<file path="src/rtl/cpu1_pkg.sv">
// cpu1_pkg: opcode map, sequencer state codes and instruction field layout for CPU1.
package cpu1_pkg;

  // Instruction layout: {opcode[OPC_W-1:0], operand[W-1:0]}
  localparam int unsigned OPC_W = 4;
  localparam int unsigned OPND_LSB = 0;

  localparam logic [OPC_W-1:0] OP_NOP  = 4'h0;
  localparam logic [OPC_W-1:0] OP_LDI  = 4'h1;
  localparam logic [OPC_W-1:0] OP_ADDI = 4'h2;
  localparam logic [OPC_W-1:0] OP_SUBI = 4'h3;
  localparam logic [OPC_W-1:0] OP_JMP  = 4'h4;
  localparam logic [OPC_W-1:0] OP_JZ   = 4'h5;
  localparam logic [OPC_W-1:0] OP_JC   = 4'h6;
  localparam logic [OPC_W-1:0] OP_OUT  = 4'h7;
  localparam logic [OPC_W-1:0] OP_HLT  = 4'h8;

  localparam int unsigned ST_W = 2;
  localparam logic [ST_W-1:0] FETCH = 2'd0;
  localparam logic [ST_W-1:0] EXEC  = 2'd1;
  localparam logic [ST_W-1:0] HALT  = 2'd2;

endpackage

</file>
<file path="src/rtl/cpu1_ctrl_if.sv">
// cpu1_ctrl_if: program-store / PC / output bundle of the CPU1 controller.
// master = the controller, slave = the surrounding PC/program store.
interface cpu1_ctrl_if
  import cpu1_pkg::*;
#(
  parameter int unsigned W = 4
);
  logic                 run_i;
  logic [W+OPC_W-1:0]   instr_i;
  logic                 pc_adv_o;
  logic                 pc_jump_o;
  logic [W-1:0]         pc_jump_v_o;
  logic [W-1:0]         acc_o;
  logic                 z_o;
  logic                 c_o;
  logic [W-1:0]         out_o;
  logic                 out_valid_o;
  logic                 halted_o;
  logic                 illegal_o;

  modport master (
    input  run_i, instr_i,
    output pc_adv_o, pc_jump_o, pc_jump_v_o, acc_o, z_o, c_o,
           out_o, out_valid_o, halted_o, illegal_o
  );

  modport slave (
    output run_i, instr_i,
    input  pc_adv_o, pc_jump_o, pc_jump_v_o, acc_o, z_o, c_o,
           out_o, out_valid_o, halted_o, illegal_o
  );
endinterface

</file>
<file path="src/rtl/cpu1_alu.sv">
// cpu1_alu: combinational LDI/ADDI/SUBI datapath; other opcodes pass state through.
module cpu1_alu
  import cpu1_pkg::*;
#(
  parameter int unsigned W = 4
) (
  input  logic [OPC_W-1:0] i_op,
  input  logic [W-1:0]     i_acc,
  input  logic [W-1:0]     i_imm,
  input  logic             i_z,
  input  logic             i_c,
  output logic [W-1:0]     o_acc_c,
  output logic             o_z_c,
  output logic             o_c_c
);
  localparam int unsigned SW = W + 1;

  logic [SW-1:0] w_sum;

  // Result, zero and carry/borrow; the extra top bit of w_sum is carry on add, borrow on sub
  always_comb begin
    o_acc_c = i_acc;
    o_z_c   = i_z;
    o_c_c   = i_c;
    w_sum   = '0;
    case (i_op)
      OP_LDI: begin
        o_acc_c = i_imm;
        o_z_c   = (i_imm == '0);
      end
      OP_ADDI: begin
        w_sum   = SW'(i_acc) + SW'(i_imm);
        o_acc_c = w_sum[W-1:0];
        o_c_c   = w_sum[W];
        o_z_c   = (w_sum[W-1:0] == '0);
      end
      OP_SUBI: begin
        w_sum   = SW'(i_acc) - SW'(i_imm);
        o_acc_c = w_sum[W-1:0];
        o_c_c   = w_sum[W];
        o_z_c   = (w_sum[W-1:0] == '0);
      end
      default: ;
    endcase
  end
endmodule

</file>
<file path="src/rtl/cpu1_ctrl.sv">
// cpu1_ctrl: FETCH/EXEC/HALT sequencer for CPU1 with accumulator, Z/C flags and output port.
// Optional build macro CPU1_ILLEGAL_TRAP_EN: reserved opcodes halt and raise illegal_o;
// otherwise they behave as NOP and illegal_o is 0.
module cpu1_ctrl
  import cpu1_pkg::*;
#(
  parameter int unsigned W            = 4,
  parameter bit          RESET_HALTED = 1'b0
) (
  input  logic       clk_i,
  input  logic       rst_ni,
  cpu1_ctrl_if.master bus
);
  logic [ST_W-1:0]    r_state;
  logic [ST_W-1:0]    w_state_nxt;
  logic [W+OPC_W-1:0] r_ir;
  logic [W-1:0]       r_acc;
  logic               r_z;
  logic               r_c;
  logic [W-1:0]       r_out;
  logic               r_out_valid;

  logic [OPC_W-1:0]   w_op;
  logic [W-1:0]       w_imm;
  logic               w_ir_load;
  logic               w_pc_adv;
  logic               w_pc_jump;
  logic [W-1:0]       w_pc_jump_v;
  logic [W-1:0]       w_alu_acc;
  logic               w_alu_z;
  logic               w_alu_c;
`ifdef CPU1_ILLEGAL_TRAP_EN
  logic               w_trap;
  logic               r_illegal;
`endif

  assign w_op  = r_ir[W +: OPC_W];
  assign w_imm = r_ir[OPND_LSB +: W];

  cpu1_alu #(.W(W)) u_alu (
    .i_op    (w_op),
    .i_acc   (r_acc),
    .i_imm   (w_imm),
    .i_z     (r_z),
    .i_c     (r_c),
    .o_acc_c (w_alu_acc),
    .o_z_c   (w_alu_z),
    .o_c_c   (w_alu_c)
  );

  // Sequencer state register; HALT is only left through reset
  always_ff @(posedge clk_i or negedge rst_ni) begin
    if (!rst_ni) r_state <= RESET_HALTED ? HALT : FETCH;
    else         r_state <= w_state_nxt;
  end

  // Next state and PC requests; PC requests exist only in EXEC
  always_comb begin
    w_state_nxt = r_state;
    w_ir_load   = 1'b0;
    w_pc_adv    = 1'b0;
    w_pc_jump   = 1'b0;
    w_pc_jump_v = '0;
`ifdef CPU1_ILLEGAL_TRAP_EN
    w_trap      = 1'b0;
`endif
    case (r_state)
      FETCH: begin
        if (bus.run_i) begin
          w_ir_load   = 1'b1;
          w_state_nxt = EXEC;
        end
      end
      EXEC: begin
        w_state_nxt = FETCH;
        case (w_op)
          OP_NOP, OP_LDI, OP_ADDI, OP_SUBI, OP_OUT: w_pc_adv = 1'b1;
          OP_JMP: begin
            w_pc_jump   = 1'b1;
            w_pc_jump_v = w_imm;
          end
          OP_JZ: begin
            w_pc_jump   = r_z;
            w_pc_adv    = !r_z;
            w_pc_jump_v = r_z ? w_imm : '0;
          end
          OP_JC: begin
            w_pc_jump   = r_c;
            w_pc_adv    = !r_c;
            w_pc_jump_v = r_c ? w_imm : '0;
          end
          OP_HLT: w_state_nxt = HALT;
          default: begin
`ifdef CPU1_ILLEGAL_TRAP_EN
            w_trap      = 1'b1;
            w_state_nxt = HALT;
`else
            w_pc_adv    = 1'b1;
`endif
          end
        endcase
      end
      HALT: ;
      default: w_state_nxt = FETCH;
    endcase
  end

  // IR, accumulator, flags and output port; ALU passes state through for non-ALU opcodes
  always_ff @(posedge clk_i or negedge rst_ni) begin
    if (!rst_ni) begin
      r_ir        <= '0;
      r_acc       <= '0;
      r_z         <= 1'b0;
      r_c         <= 1'b0;
      r_out       <= '0;
      r_out_valid <= 1'b0;
    end else begin
      r_out_valid <= 1'b0;
      if (w_ir_load) r_ir <= bus.instr_i;
      if (r_state == EXEC) begin
        r_acc <= w_alu_acc;
        r_z   <= w_alu_z;
        r_c   <= w_alu_c;
        if (w_op == OP_OUT) begin
          r_out       <= r_acc;
          r_out_valid <= 1'b1;
        end
      end
    end
  end

`ifdef CPU1_ILLEGAL_TRAP_EN
  // Sticky reserved-opcode indicator, cleared only by reset
  always_ff @(posedge clk_i or negedge rst_ni) begin
    if (!rst_ni)     r_illegal <= 1'b0;
    else if (w_trap) r_illegal <= 1'b1;
  end
  assign bus.illegal_o = r_illegal;
`else
  assign bus.illegal_o = 1'b0;
`endif

  assign bus.pc_adv_o    = w_pc_adv;
  assign bus.pc_jump_o   = w_pc_jump;
  assign bus.pc_jump_v_o = w_pc_jump_v;
  assign bus.acc_o       = r_acc;
  assign bus.z_o         = r_z;
  assign bus.c_o         = r_c;
  assign bus.out_o       = r_out;
  assign bus.out_valid_o = r_out_valid;
  assign bus.halted_o    = (r_state == HALT);
endmodule

</file>
<file path="src/flat_wrapper.sv">
// flat-port wrapper written by rule: the top's interface ports become plain ports
module cpu1_ctrl_flat import cpu1_pkg::*;
#(
  parameter int unsigned W            = 4,
  parameter bit          RESET_HALTED = 1'b0
)
  (clk_i, rst_ni, bus_run_i, bus_instr_i, bus_pc_adv_o, bus_pc_jump_o, bus_pc_jump_v_o, bus_acc_o, bus_z_o, bus_c_o, bus_out_o, bus_out_valid_o, bus_halted_o, bus_illegal_o);
  cpu1_ctrl_if #(.W(W)) bus_i ();
  input  logic clk_i;
  input  logic rst_ni;
  input wire logic [$bits(bus_i.run_i)-1:0] bus_run_i;
  input wire logic [$bits(bus_i.instr_i)-1:0] bus_instr_i;
  output wire logic [$bits(bus_i.pc_adv_o)-1:0] bus_pc_adv_o;
  output wire logic [$bits(bus_i.pc_jump_o)-1:0] bus_pc_jump_o;
  output wire logic [$bits(bus_i.pc_jump_v_o)-1:0] bus_pc_jump_v_o;
  output wire logic [$bits(bus_i.acc_o)-1:0] bus_acc_o;
  output wire logic [$bits(bus_i.z_o)-1:0] bus_z_o;
  output wire logic [$bits(bus_i.c_o)-1:0] bus_c_o;
  output wire logic [$bits(bus_i.out_o)-1:0] bus_out_o;
  output wire logic [$bits(bus_i.out_valid_o)-1:0] bus_out_valid_o;
  output wire logic [$bits(bus_i.halted_o)-1:0] bus_halted_o;
  output wire logic [$bits(bus_i.illegal_o)-1:0] bus_illegal_o;
  assign bus_i.run_i = bus_run_i;
  assign bus_i.instr_i = bus_instr_i;
  assign bus_pc_adv_o = bus_i.pc_adv_o;
  assign bus_pc_jump_o = bus_i.pc_jump_o;
  assign bus_pc_jump_v_o = bus_i.pc_jump_v_o;
  assign bus_acc_o = bus_i.acc_o;
  assign bus_z_o = bus_i.z_o;
  assign bus_c_o = bus_i.c_o;
  assign bus_out_o = bus_i.out_o;
  assign bus_out_valid_o = bus_i.out_valid_o;
  assign bus_halted_o = bus_i.halted_o;
  assign bus_illegal_o = bus_i.illegal_o;
  cpu1_ctrl #(.W(W), .RESET_HALTED(RESET_HALTED)) u_core (.clk_i(clk_i), .rst_ni(rst_ni), .bus(bus_i));
endmodule
</file>
<file path="config.mk">
export PLATFORM = sky130hd
export DESIGN_NAME = cpu1_ctrl_flat
export DESIGN_NICKNAME = d
export VERILOG_FILES = /design/src/rtl/cpu1_pkg.sv /design/src/rtl/cpu1_ctrl_if.sv /design/src/rtl/cpu1_alu.sv /design/src/rtl/cpu1_ctrl.sv /design/src/flat_wrapper.sv
export SDC_FILE = /design/constraint.sdc
export NUM_CORES = 1
export LEC_CHECK = 0
export ABC_AREA = 1
export CORE_MARGIN = 2
export CORE_UTILIZATION = 35
export CTS_BUF_LIST = sky130_fd_sc_hd__clkbuf_4
export CTS_CLUSTER_DIAMETER = 200
export DETAILED_ROUTE_END_ITERATION = 8
export HOLD_SLACK_MARGIN = 0.06
export SLEW_MARGIN = 25
export SYNTH_ARGS = -nofsm -noshare
export SYNTH_HDL_FRONTEND = slang
export SYNTH_HIERARCHICAL = 1
export SYNTH_SLANG_ARGS = --single-unit
</file>
<file path="constraint.sdc">
create_clock -name clk_i -period 1.8 [get_ports clk_i]
set_input_delay 0.36 -clock clk_i [delete_from_list [all_inputs] [get_ports clk_i]]
set_output_delay 0.36 -clock clk_i [all_outputs]
set_load 0.05 [all_outputs]
</file>
==> Yosys cells after proc, flatten, opt, wreduce, memory -nomap -nowiden <==
Index checks and enable logic that the tools add are counted.
{ "word_totals": {"ff_bits": 21, "input_bits": 11, "out_inout_bits": 19, "elab_cells": 52} }
{ "op_classes": {"n_addsub": 2, "eq_ne": 11, "n_mux": 18, "n_bitwise": 1, "reduce_logical": 13} }
{ "op_table": {"columns": ["op", "count"], "rows": [
  ["4-bit case mux with 3 select lines", 2],
  ["4-bit by 3-bit equality test with 1-bit output (second input constant)", 4],
  ["4-bit zero test", 3],
  ["4-bit 2-to-1 mux", 3],
  ["1-bit case mux with 3 select lines", 3],
  ["4-bit by 2-bit equality test with 1-bit output (second input constant)", 2],
  ["2-bit AND reduction", 4],
  ["1-bit 2-to-1 mux", 6],
  ["2-bit case mux with 3 select lines", 1],
  ["4-bit by 4-bit adder with 5-bit output", 1],
  ["4-bit by 4-bit subtractor with 5-bit output", 1],
  ["4-bit by 1-bit equality test with 1-bit output (second input constant)", 1],
  ["4-bit equality test (second input constant)", 1],
  ["2-bit 2-to-1 mux", 2],
  ["3-bit nonzero test", 1],
  ["2-bit by 1-bit equality test with 1-bit output (second input constant)", 1],
  ["2-bit equality test (second input constant)", 1],
  ["1-bit zero test", 2],
  ["2-bit zero test", 1],
  ["2-bit != test (second input constant)", 1],
  ["1-bit case mux with 2 select lines", 1],
  ["2-bit nonzero test", 1],
  ["2-bit OR reduction", 1],
  ["1-bit NOT", 1]
]} }

==> Depth between registers and ports, before layout <==
{ "depth": {"depth_word": 4, "mapped_depth": 14, "depth_no_buf": 14} }

==> Modules after synthesis <==
Netlist, hierarchy kept.
{ "by_module_without_submodules": {"columns": ["mod", "n_inst", "cells_per_inst", "area_each_um2", "seq_area_each_um2"], "rows": [
  ["cpu1_ctrl", 1, 113, 977.2, 525.5],
  ["cpu1_alu", 1, 91, 491.7, 0.0]
]} }

==> Worst setup path after synthesis <==
OpenSTA, ideal clock, no wires.
{ "synth_timing": {"path_type": "reg-to-reg", "from": "reg u_core.r_acc[0], in the netlist u_core/bus.acc_o[0]", "to": "reg u_core.r_z, in the netlist u_core/bus.z_o", "setup_time_ps": 65, "t_arrival_ps": 1987, "required_ps": 1735, "setup_slack_ps": -252, "stages_incl_launch_ff": 13, "path_buffers": 0, "synth_period_minus_slack_ps": 2052, "path_cell_list": "dfrtp_1 > inv_1 > ha_1 > inv_1 > fa_1 > nand3b_1 > nor2_1 > nand3_1 > nand2_1 > nand2_1 > nand3_2 > nand2_1 > nand2_1"} }
{ "synth_between": {"elab_chain_len": 3, "elab_cells_between_ends": 5, "cone_classes": "add/sub: 2; mux: 1; reduce/logical: 2"} }
{ "synth_rtl": {"columns": ["element", "line_no", "text"], "rows": [
  ["from (decl)", "cpu1_ctrl.sv:17", "logic [W-1:0] r_acc;"],
  ["from (signal assigned)", "cpu1_ctrl.sv:121", "r_acc <= w_alu_acc;"],
  ["4-bit by 4-bit subtractor with 5-bit output / 4-bit by 4-bit adder with 5-bit output (equally long branches)", "cpu1_alu.sv:38, cpu1_alu.sv:32", null],
  ["4-bit zero test, on equally long branches", "cpu1_alu.sv:41, cpu1_alu.sv:35", null],
  ["1-bit case mux with 3 select lines *", "cpu1_alu.sv:26", "case (i_op)"],
  ["net u_core.w_alu_z", "cpu1_ctrl.sv:30", "logic w_alu_z;"],
  ["to (signal assigned)", "cpu1_ctrl.sv:122", "r_z <= w_alu_z;"],
  ["to (decl)", "cpu1_ctrl.sv:18", "logic r_z;"]
]} }
The timed path passes the listed nets; every way through them passes the cells marked *.
A chain may end at the register's enable or synchronous reset.

==> Final worst setup path <==
{ "layout_timing": {"from": "reg u_core.r_ir[7]", "to": "out bus_pc_jump_v_o[1]"} }
{ "layout_between": {"elab_chain_len": 3, "elab_cells_between_ends": 5, "cone_classes": "eq/ne: 3; mux: 2"} }
{ "layout_rtl": {"columns": ["element", "line_no", "text"], "rows": [
  ["from (decl)", "cpu1_ctrl.sv:16", "logic [W+OPC_W-1:0] r_ir;"],
  ["from (signal assigned)", "cpu1_ctrl.sv:119", "if (w_ir_load) r_ir <= bus.instr_i;"],
  ["4-bit by 3-bit equality test with 1-bit output", "cpu1_ctrl.sv:76", "case (w_op)"],
  ["4-bit case mux with 3 select lines *", "cpu1_ctrl.sv:76", null],
  ["4-bit 2-to-1 mux *", "cpu1_ctrl.sv:67", "case (r_state)"],
  ["to (decl)", "flat_wrapper.sv:15", "output wire logic [$bits(bus_i.pc_jump_v_o)-1:0] bus_pc_jump_v_o;"]
]} }
Every way passes the cells marked *; elsewhere a longest branch is shown, timed or not.

==> flow_summary.ini <==
[run_status]
status = finished with violations
violations = negative setup slack

[layout]
diodes = 0
layout.nets = 272
drive_gt1_frac = 0.3080
syn_to_final_growth_pct = 40.72

[critical_path]
critPathCaptureType = primary output
required_ns = 1.44
worstSetupPathType = register to primary output
ff2ff_path_depth = 13
start_kind = register
crit_arrival_ns = 1.52
cp_max_fo = 5

[yosys]
yosys_warnings = 6
synth_area_per_cell_um2 = 7.201
netlist_area_mm2 = 0.001469
synthArstFlopShare = 1.000
synth_edf_count = 0
ys_seq_area_frac = 0.3578
synth_nets = 225
ys_ff_latch = 21
synthDistinctLibCells = 25
synth-main-ff-cell = dfrtp_1
syn_inst = 204

[clocking]
clockRootBuffer = clkbuf_4
path_clk_slew_ns = 0.13
cts.sinks = 21
cts_buffers = 3
clockBufferDepth = 2
cts_tree = done
hold_buffers = 0
htree_levels = 1
clk_latency_ns = 0.30

[placed_design]
portBuffers = 28
hpwl_um = 2793
pre_cts_ws_ns = 0.005047
routabilityCongestion = 0.8999

[power_and_ir_drop]
p_per_area_mw_per_mm2 = 1788
p_leak_uw = 0.001028
max-vdd-ir-drop_mv = 0.8454

[worst_hold_path]
min_path_type = input pin to asynchronous set/reset pin

[floorplanning]
die_w_um = 68.79
die_area_mm2 = 0.004731
die_h_um = 68.79
fp-row-count = 23
ios = 30
start_util = 0.3646
core_area_mm2 = 0.004029

[grt]
grt_max_degree = 22
grt_pass1_vias = 1349
grt_pass1_wl_um = 6210
antenna_found_initial = 0
grt_usage = 0.1766
grt-ovfl-total = 0

[routing]
antenna_left = 0
vias_per_cell = 4.583
wl_per_cell_um = 12.26
drtIter0Drc = 53
drt-pass1-iter-count = 4
routed_wl_um = 3677
drc_errors = 0
vias = 1375

[timing]
skew_ns = 0.006608
setup_viol = 7
fin_crit_sh = 1.042
drv_slew = 0
hold_viol = 0
layout_setup_ws_ns = -0.07582
rsz0062_at_grt = true
timing.final.crit_period_ns = 1.876
fin_hold_ws_ns = 0.3874
fmax_mhz = 533.1

[job]
cap_violations = 0
==> critical path, cell delays in order, from the launching register on <==
cell     delay, ns
dfrtp_2       0.47
nor2_8        0.12
nand2_2       0.08
o21ai_4       0.18
inv_4         0.10
nor2_4        0.13
buf_12        0.14
==> Yosys cell counts, drive strengths merged (2+ instances only) <==
cell type / count / area share
nand3: 14 / 0.055
a21oi: 4 / 0.014
ha: 8 / 0.068
fa: 2 / 0.027
dfrtp: 21 / 0.36
nor2: 21 / 0.085
o21ai: 18 / 0.061
buf: 3 / 0.016
nand2: 72 / 0.19
nand4: 4 / 0.027
inv: 33 / 0.084
==> state kept, by name, indices dropped and copies added (netlist names) <==
register,flops
u_core/bus.out_valid_o,1
u_core/r_ir,8
u_core/bus.z_o,1
u_core/bus.c_o,1
u_core/bus.out_o,4
u_core/bus.acc_o,4
u_core/r_state,2
==> cell type report <==
| type | instances | area, um2 |
|---|---|---|
| multi-input combinational | 147 | 867.1 |
| fill | 399 | 1962 |
| inverter | 33 | 126.4 |
| timing repair buffer | 45 | 450.4 |
| tap | 50 | 62.56 |
| sequential | 21 | 530.5 |
| clock buffer | 4 | 30.03 |
==> power breakdown <==
part / total [uW] / internal, uW / leakage (uW) / switching [uW]
Clock: 250 / 101 / 0.0000184 / 148
Sequential: 868 / 673 / 0.000268 / 195
Combinational: 2580 / 950 / 0.000741 / 1630
==> kinds of logic after synthesis <==
| logic type | share of synthesized area |
|---|---|
| compound gates | 0.08603 |
| fa+ha+maj | 0.09540 |
| buf+inv | 0.1005 |
| flops | 0.3577 |
| other cells | 0.002553 |
| simple gates | 0.3578 |
==> timing repair <==
item	in CTS	in global routing
resized for setup	21	5
cloned	0	0
buffers inserted	6	1
endpoints found under the hold margin	0	0
pin swaps	4	3
setup endpoints to repair	7	8
==> cells in the final DEF, fill, tap and decap left out, types with 2 or more instances in the layout <==
cell type and instances:
a21oi_1 4, buf_12 7, buf_4 28, clkbuf_4 4, clkdlybuf4s50_1 10, dfrtp_1 17
dfrtp_2 4, ha_1 6, inv_1 21, inv_2 11, nand2_1 70, nand2_2 2
nand3_1 12, nand3_2 2, nand4_1 3, nor2_1 8, nor2_2 4, nor2_4 8
o21ai_0 12, o21ai_1 5
==> layer usage <==
layer / GRT usage / wire length (um)
met3: 0.02110 / 116
met4: 0.05637 / 29
met5: 0 / 0
met1: 0.2475 / 1769
met2: 0.2837 / 1761
==> worst paths after layout <==
path | startpoint | to | slack [ns]
setup / recovery | u_core/r_ir[7]$_DFFE_PN0P_ | bus_pc_jump_v_o[1] | -0.08
hold / removal | rst_ni | u_core/bus.c_o$_DFFE_PN0P_ | 0.39
setup reg to reg | u_core/r_ir[0]$_DFFE_PN0P_ | u_core/bus.z_o$_DFFE_PN0P_ | -0.01
hold reg to reg | u_core/bus.out_o[2]$_DFFE_PN0P_ | u_core/bus.out_o[2]$_DFFE_PN0P_ | 0.50
max in group asynchronous | rst_ni | u_core/bus.acc_o[0]$_DFFE_PN0P_ | 1.16
min in group clk_i | u_core/bus.out_o[2]$_DFFE_PN0P_ | u_core/bus.out_o[2]$_DFFE_PN0P_ | 0.50
==> per-stage QoR <==
step	TNS, ns	util	power (uW)	area [um2]	std cells
5_1_grt	-1.160	0.5130	4018	2067	300
6_report	-0.3693	0.5130	3695	2067	300
3_3_place_gp	0	0.4736	3220	1908	289
3_5_place_dp	0	0.4736	3227	1908	289
2_1_floorplan	-0.9451	-	2486	1471	204
4_1_cts	-0.4508	0.5078	3665	2046	299
(Power assumes the default switching activity.)
